**src/rtl/fp_mul_seq.sv**
```systemverilog
// Multi-cycle IEEE-754 single-precision multiplier: radix-2^k shift-add mantissa product,
// then normalize and round-to-nearest-even, with valid/ready on both sides. Subnormals flush to zero.
module fp_mul_seq #(
    parameter int unsigned RADIX_BITS = 1
) (
    input  logic        clk,
    input  logic        rst,
    input  logic        in_valid,
    output logic        in_ready,
    input  logic [31:0] a,
    input  logic [31:0] b,
    output logic        out_valid,
    input  logic        out_ready,
    output logic [31:0] result,
    output logic        overflow,
    output logic        underflow,
    output logic        inexact,
    output logic        busy
);
    localparam int unsigned N_STEPS = 24 / RADIX_BITS;
    localparam int unsigned CNT_W   = $clog2(N_STEPS + 1);
    localparam int unsigned P_W     = 48;
    localparam int unsigned E_W     = 10;

    localparam logic [2:0] S_IDLE  = 3'd0;
    localparam logic [2:0] S_MULT  = 3'd1;
    localparam logic [2:0] S_NORM  = 3'd2;
    localparam logic [2:0] S_ROUND = 3'd3;
    localparam logic [2:0] S_DONE  = 3'd4;

    logic [2:0]            r_state;
    logic [2:0]            w_state_nxt;
    logic [P_W-1:0]        r_acc;
    logic [P_W-1:0]        r_ma;
    logic [23:0]           r_mb;
    logic [CNT_W-1:0]      r_cnt;
    logic signed [E_W-1:0] r_exp;
    logic                  r_sign;
    logic [31:0]           r_result;
    logic                  r_overflow;
    logic                  r_underflow;
    logic                  r_inexact;
    logic                  r_out_valid;
    logic                  r_busy;

    logic                  w_accept;
    logic [7:0]            w_ea;
    logic [7:0]            w_eb;
    logic                  w_special;
    logic [31:0]           w_special_res;
    logic                  w_last;
    logic [P_W-1:0]        w_pp;
    logic [22:0]           w_m;
    logic                  w_g;
    logic                  w_s;
    logic                  w_inc;
    logic [23:0]           w_m_sum;
    logic                  w_carry;
    logic signed [E_W-1:0] w_exp_fin;

    assign in_ready  = (r_state == S_IDLE) && !rst;
    assign out_valid = r_out_valid;
    assign busy      = r_busy;
    assign result    = r_result;
    assign overflow  = r_overflow;
    assign underflow = r_underflow;
    assign inexact   = r_inexact;

    assign w_accept = in_valid && in_ready;
    assign w_ea     = a[30:23];
    assign w_eb     = b[30:23];
    assign w_last   = (r_cnt == CNT_W'(N_STEPS - 1));
    assign w_pp     = r_ma * P_W'(r_mb[RADIX_BITS-1:0]);

    // Zero/inf/NaN operands bypass the datapath entirely
    always_comb begin
        w_special     = 1'b0;
        w_special_res = 32'h0;
        if ((w_ea == 8'hFF && w_eb == 8'h00) || (w_ea == 8'h00 && w_eb == 8'hFF)) begin
            w_special     = 1'b1;
            w_special_res = 32'h7FC00000;
        end else if (w_ea == 8'hFF || w_eb == 8'hFF) begin
            w_special     = 1'b1;
            w_special_res = {a[31] ^ b[31], 8'hFF, 23'h0};
        end else if (w_ea == 8'h00 || w_eb == 8'h00) begin
            w_special     = 1'b1;
            w_special_res = {a[31] ^ b[31], 31'h0};
        end
    end

    // Round-to-nearest-even on the normalized product
    always_comb begin
        w_m       = r_acc[46:24];
        w_g       = r_acc[23];
        w_s       = |r_acc[22:0];
        w_inc     = w_g && (w_s || w_m[0]);
        w_m_sum   = {1'b0, w_m} + 24'(w_inc);
        w_carry   = w_m_sum[23];
        w_exp_fin = r_exp + $signed({9'd0, w_carry});
    end

    always_comb begin
        w_state_nxt = r_state;
        case (r_state)
            S_IDLE:  if (w_accept) w_state_nxt = w_special ? S_DONE : S_MULT;
            S_MULT:  if (w_last) w_state_nxt = S_NORM;
            S_NORM:  w_state_nxt = S_ROUND;
            S_ROUND: w_state_nxt = S_DONE;
            S_DONE:  if (out_ready) w_state_nxt = S_IDLE;
            default: w_state_nxt = S_IDLE;
        endcase
    end

    always_ff @(posedge clk or posedge rst) begin
        if (rst) begin
            r_state     <= S_IDLE;
            r_out_valid <= 1'b0;
            r_busy      <= 1'b0;
        end else begin
            r_state     <= w_state_nxt;
            r_out_valid <= (w_state_nxt == S_DONE);
            r_busy      <= (w_state_nxt != S_IDLE);
        end
    end

    always_ff @(posedge clk or posedge rst) begin
        if (rst) begin
            r_acc       <= '0;
            r_ma        <= '0;
            r_mb        <= '0;
            r_cnt       <= '0;
            r_exp       <= '0;
            r_sign      <= 1'b0;
            r_result    <= '0;
            r_overflow  <= 1'b0;
            r_underflow <= 1'b0;
            r_inexact   <= 1'b0;
        end else begin
            case (r_state)
                S_IDLE: begin
                    if (w_accept) begin
                        r_sign <= a[31] ^ b[31];
                        r_exp  <= $signed({2'b00, w_ea}) + $signed({2'b00, w_eb}) - $signed(10'd127);
                        r_ma   <= {24'd0, 1'b1, a[22:0]};
                        r_mb   <= {1'b1, b[22:0]};
                        r_acc  <= '0;
                        r_cnt  <= '0;
                        if (w_special) begin
                            r_result    <= w_special_res;
                            r_overflow  <= 1'b0;
                            r_underflow <= 1'b0;
                            r_inexact   <= 1'b0;
                        end
                    end
                end
                S_MULT: begin
                    r_acc <= r_acc + w_pp;
                    r_ma  <= r_ma << RADIX_BITS;
                    r_mb  <= r_mb >> RADIX_BITS;
                    r_cnt <= r_cnt + CNT_W'(1);
                end
                S_NORM: begin
                    if (r_acc[47]) r_exp <= r_exp + $signed(10'd1);
                    else           r_acc <= r_acc << 1;
                end
                S_ROUND: begin
                    if (w_exp_fin >= $signed(10'd255)) begin
                        r_result    <= {r_sign, 8'hFF, 23'h0};
                        r_overflow  <= 1'b1;
                        r_underflow <= 1'b0;
                        r_inexact   <= 1'b1;
                    end else if (w_exp_fin <= $signed(10'd0)) begin
                        r_result    <= {r_sign, 31'h0};
                        r_overflow  <= 1'b0;
                        r_underflow <= 1'b1;
                        r_inexact   <= 1'b1;
                    end else begin
                        r_result    <= {r_sign, w_exp_fin[7:0], w_m_sum[22:0]};
                        r_overflow  <= 1'b0;
                        r_underflow <= 1'b0;
                        r_inexact   <= w_g | w_s;
                    end
                end
                S_DONE: begin
                    if (out_ready) begin
                        r_overflow  <= 1'b0;
                        r_underflow <= 1'b0;
                        r_inexact   <= 1'b0;
                    end
                end
                default: ;
            endcase
        end
    end
endmodule

```
**config.mk**
```make
export PLATFORM = sky130hd
export DESIGN_NAME = fp_mul_seq
export DESIGN_NICKNAME = d
export VERILOG_FILES = /design/src/rtl/fp_mul_seq.sv
export SDC_FILE = /design/constraint.sdc
export NUM_CORES = 1
export LEC_CHECK = 0
export ABC_AREA = 1
export BUFFER_PORTS_ARGS = -buffer_cell sky130_fd_sc_hd__buf_2
export CORE_ASPECT_RATIO = 1.2
export CORE_MARGIN = 5
export CORE_UTILIZATION = 40
export CTS_CLUSTER_SIZE = 12
export DETAILED_ROUTE_END_ITERATION = 8
export PLACE_DENSITY = 0.63
export SETUP_SLACK_MARGIN = 0.15
export SYNTH_ARGS = -nofsm -noshare
export SYNTH_HDL_FRONTEND = slang
export SYNTH_SLANG_ARGS = --single-unit
```
**constraint.sdc**
```tcl
create_clock -name clk -period 11.8 [get_ports clk]
set_input_delay 2.36 -clock clk [delete_from_list [all_inputs] [get_ports clk]]
set_output_delay 2.36 -clock clk [all_outputs]
set_load 0.1 [all_outputs]
```
Yosys cells after proc, flatten, opt, wreduce, memory -nomap -nowiden
Cells that the tools add are included.
W data, S select, Z words.
{"block": "word_totals", "register_bits": 176, "latchBits": 0, "ramBits": 0, "mem_bits_ro": 0, "in_bits": 68, "output_inout_bits": 38, "elab_cells": 105, "memories": 0}
{"block": "op_classes", "add_sub_neg": 7, "mul": 1, "n_div": 0, "magnitude_cmp": 2, "n_eq_ne": 13, "n_shift": 0, "muxes": 39, "n_bitwise": 2, "n_reduce_logical": 27}
{"op": "$mux W32", "count": 5}
{"op": "$mux W48", "count": 3}
{"op": "$pmux W48 S3", "count": 1}
{"op": "$pmux W48 S2", "count": 1}
{"op": "$pmux W32 S2", "count": 1}
{"op": "$mux W31", "count": 2}
{"op": "$add A48 B48 Y48", "count": 1}
{"op": "$mul A48 B1 Y48", "count": 1}
{"op": "$pmux W24 S2", "count": 1}
{"op": "$add A23 B1 Y24", "count": 1}
{"op": "$mux W24", "count": 1}
{"op": "$reduce_or A23 Y1", "count": 1}
{"op": "$mux W10", "count": 2}
{"op": "$pmux W10 S2", "count": 1}
{"op": "$eq A8 B8 Y1 const B", "count": 2}
{"op": "$logic_not A8 Y1", "count": 2}
{"op": "$pmux W3 S5", "count": 1}
{"op": "$mux W3", "count": 4}
{"op": "$mux W1", "count": 11}
{"op": "$add A10 B2 Y10", "count": 1}
{"op": "$add A10 B2 Y10 const B", "count": 1}
{"op": "$ge A10 B9 Y1 const B", "count": 1}
{"op": "$le A10 B1 Y1 const B", "count": 1}
{"op": "$ne A2 B2 Y1 const B", "count": 5}
{"op": "other kinds (21)", "count": 40}

Longest topological paths before layout
{"block": "logic_depth", "depth_word": 9, "mapped_depth": 22}

Least setup slack after synthesis
Ideal clock, no wire load.
{"block": "synth_timing", "kind": "input -> output", "start": "input rst", "end": "output in_ready", "arrival_time_ps": 3212, "setup_slack_ps": 6228, "stages": 1, "n_path_buf": 0, "path_cell_list": "nor2_2"}
{"block": "synth_between", "elab_chain_cells": 2}
{"element": "from (decl)", "line": "7", "text": "input logic rst,"}
{"element": "$logic_not A1 Y1 (no source line)"}
{"element": "$logic_and A1 B1 Y1", "line": "61", "text": "assign in_ready = (r_state == S_IDLE) && !rst;"}
{"element": "to (decl)", "line": "9", "text": "output logic in_ready,"}
No other way between the ends.

Worst setup path in the final report
Ends and elaborated chain as after synthesis.

==> metrics.md <==
| Metric | Value |
|---|---|
| Syn_nets | `2,214` |
| Hold WC Path Type | `reg2reg` |
| CORE AREA | `33,100 um^2` |
| Multiplexer area fraction after synthesis | `0.000751` |
| Maxcap violations | `0` |
| CP most frequent cell | `buf_2` |
| R2R depth | `20` |
| Hold-fix buffers, CTS | `0` |
| Fin crit share | `0.465` |
| Peak VDD IR | `0.162 mV` |
| Setup bufs post-CTS | `0` |
| Max Fclk | `182 MHz` |
| Clock-pin slew on the worst setup and hold paths | `0.07 ns` |
| N_diodes | `0` |
| Vias per inst | `4.97` |
| Logic pwr share | `0.608` |
| Synth Area in Simple Gates | `0.353` |
| CP arrival | `3.12 ns` |
| Post-synthesis sequential area ratio | `0.330` |
| R2R Path End | `result[17]` |
| Ys async rst share | `1.00` |
| Core Rows | `73` |
| RSZ-0062 raised after global routing | `no` |
| Largest net degree at the start of global routing | `105` |
| Met1 WL | `17.4 mm` |
| DR vias | `13,016` |
| Adder-Cell Fraction of Synth Area | `0.0668` |
| Routability cong. | `0.952` |
| First-pass GRT wire length | `63.1 mm` |
| Ports | `106` |
| Levels on crit path | `3` |
| Slew headroom | `0.359` |
| Worst-margin pin slew | `0.962 ns` |
| Max incr delay on CP | `0.46 ns` |
| Status | `finished, final reports clean` |
| Filler instances | `3,570` |
| Setup TNS | `0 ns` |
| Worst-path cell chain | `buf_2, nor2_2, buf_2` |
| Post-Layout Cell Count | `2,618` |
| Final Hold Fails | `0` |
| Initial antenna violation count | `0` |
| Full die area | `37,100 um^2` |
| Sequential power share | `0.260` |
| Clock power share | `0.132` |
| Worst-skew pair later-pin latency | `0.45 ns` |
| Reg2reg setup slack | `7.47 ns` |
| Worst R2R Start | `r_acc[28]` |
| Detail Placement HPWL | `30.0 mm` |
| Fin crit period | `5.48 ns` |
| Post-synthesis xor/xnor area fraction | `0.0158` |
| Placed instance count | `2,587` |
| Critical path type | `in2out` |
| Final setup fails | `0` |
| Nets@finish | `2,294` |
| Slowest cell on crit path | `buf_2` |
| Power per cell area | `300 nW/um^2` |
| Initial DRC Count | `886` |
| Drc violations | `0` |
| Total CTS buffers | `17` |
| Horiz. Die Dim | `177 um` |
| Worst Setup EP | `in_ready` |
| Yosys cell types | `50` |
| Synth Flop Type | `dfrtp_1` |
| WP buf/inv | `2` |
| # H-tree levels | `4` |
| Post-synth top cells | `699 x nand2_1, 384 x inv_1, 197 x nor2_1, 176 x dfrtp_1, 156 x nand3_1` |
| Post-DRT Antenna Nets | `0` |
| Critical path endpoint category | `primary output` |
| CTS tree | `built` |
| Initial Utilization | `0.403` |
| Dominant cells by area after synthesis | `dfrtp_1 33%, nand2_1 20%, inv_1 11%, ha_1 6.4%, nand3_1 5.9%` |
| Mapped Area | `13,300 um^2` |
| Leakage power | `8.10 nW` |
| Synth Area in Compound Gates | `0.105` |
| Cells after synthesis | `2,076` |
| Total Routed Length | `38.6 mm` |
| Synth-to-layout area growth | `11.2%` |
| Bufs on Longest Clock Path | `2` |
| Clk_skew | `0.0148 ns` |
| Flops & latches, synth | `176` |
| PortBufs | `105` |
| Die Y | `210 um` |
| Crit start category | `primary input` |
| Int Pwr | `0.00202 W` |
| CP Max Fanout | `2` |
| Area leader, netlist | `dfrtp_1` |
| Cell family with most CP delay | `buffers and inverters` |
| Most frequent cell after synthesis | `nand2_1` |
| Met3 wire length | `1.98 mm` |
| Sink count of the clock tree | `176` |
| Avg Cell Area, Syn | `6.42 um^2` |
| Vias in the first global route | `12,378` |
| Largest family of logic cells by synthesized area | `simple AND/OR/NAND/NOR gates` |
| Max Transition Viols Final | `0` |
| Post-CTS sizing | `0` |
| Root Driver | `clkbuf_16` |
| Drt wl/cell | `14.7 um` |
| Met2 wire length | `18.1 mm` |
| Layout cell share with drive strength beyond 1 | `0.0899` |
| NetSw | `0.00243 W` |
| Total gr overflow | `0` |
| Critical path required time | `9.44 ns` |
| GRT Util Overall | `0.211` |
| CP Launch Point | `rst` |
| DR pass1 iterations | `5` |
| Yosys top cell area share | `0.330` |
| Switching share of power | `0.546` |
| DR top layer | `met4` |
| Post-synth EDFFs | `0` |
| Syn. warnings | `0` |
## area by class of cell
class	count	area (um^2)	share of cell area
clock buffer	18	439	0.0296
clock inverter	13	164	0.0111
inverter	388	1460	0.0986
multi-input combinational	1463	7230	0.488
sequential	176	4400	0.297
tap	450	563	0.0380
timing repair buffer	110	563	0.0380
## kinds of logic (layout without fill, tap and decap cells)
family | after synthesis | after routing
adders and majority gates | 70 | 70
xor gates and xnor gates | 24 | 24
AOI/OAI and AO/OA | 228 | 228
DFF | 176 | 176
muxes | 1 | 1
buffers and inverters | 437 | 529
and+or+nand+nor | 1140 | 1140
## how the worst min path moves through the flow
stage,from,endpoint,slack (ns),cells past startpoint
finish,result[10],result[10],0.48,2
detailed placement,result[5],result[5],0.47,2
floorplan,r_mb[23],r_mb[23],0.44,2
global placement,r_cnt[4],r_cnt[4],0.46,1
CTS,result[5],result[5],0.48,2
global route,r_mb[23],r_mb[23],0.50,2
## sequential cells by signal, indices dropped and copies added (netlist names)
name	flops
busy	1
inexact	1
out_valid	1
overflow	1
r_acc	48
r_cnt	5
r_exp	10
r_ma	48
r_mb	24
r_sign	1
r_state	3
result	32
underflow	1
## placed cells by master, fill, tap and decap left out, types with 3 or more instances in the layout
cell / count
a21oi_1: 61
a22oi_1: 3
a31oi_1: 4
buf_2: 105
buf_4: 5
bufinv_16: 3
clkbuf_16: 17
clkinvlp_4: 5
dfrtp_1: 176
ha_1: 68
inv_1: 382
inv_2: 4
nand2_1: 697
nand2_2: 5
nand3_1: 156
nand3b_1: 6
nand4_1: 30
nor2_1: 196
nor2_2: 9
nor2_4: 3
nor3_1: 16
o211ai_1: 20
o21ai_0: 48
o21ai_1: 3
o21ai_2: 11
o21bai_1: 4
o221ai_1: 10
o22ai_1: 53
or2_2: 15
xnor2_1: 12
xor2_1: 12
## power groups by stage
stage / Clock [W] / Sequential, W / Combinational, W
6_report: 0.000585 / 0.00116 / 0.00271
5_1_grt: 0.000625 / 0.00120 / 0.00303
4_1_cts: 0.000604 / 0.00116 / 0.00272
3_5_place_dp: 0 / 0.00116 / 0.00271
3_3_place_gp: 0 / 0.00116 / 0.00267
2_1_floorplan: 0 / 0.00146 / 0.00172
## tightest hold or removal path, stage by stage, from the launching register on
cell and delay (ns):
dfrtp_1 0.34, nand2_1 0.06, o21ai_2 0.04
## stage by stage
stage | power, W | worst slack (ns) | area (um^2) | hold slack, ns | utilization
after detailed placement | 0.00387 | 6.31 | 14200 | 0.465 | 0.430
after floorplan | 0.00318 | 4.67 | 13300 | 0.442 | -
after global routing | 0.00485 | 6.28 | 14800 | 0.504 | 0.448
after global placement | 0.00383 | 6.31 | 14200 | 0.459 | 0.430
final | 0.00445 | 6.32 | 14800 | 0.478 | 0.448
after CTS | 0.00448 | 6.31 | 14800 | 0.483 | 0.448
## per-layer routing
metal,vias to the layer above,track usage
li1,6674,-
met1,5972,0.281
met2,314,0.350
met3,56,0.0330
met4,0,0.0702
met5,-,0
(Power assumes the default switching activity.)
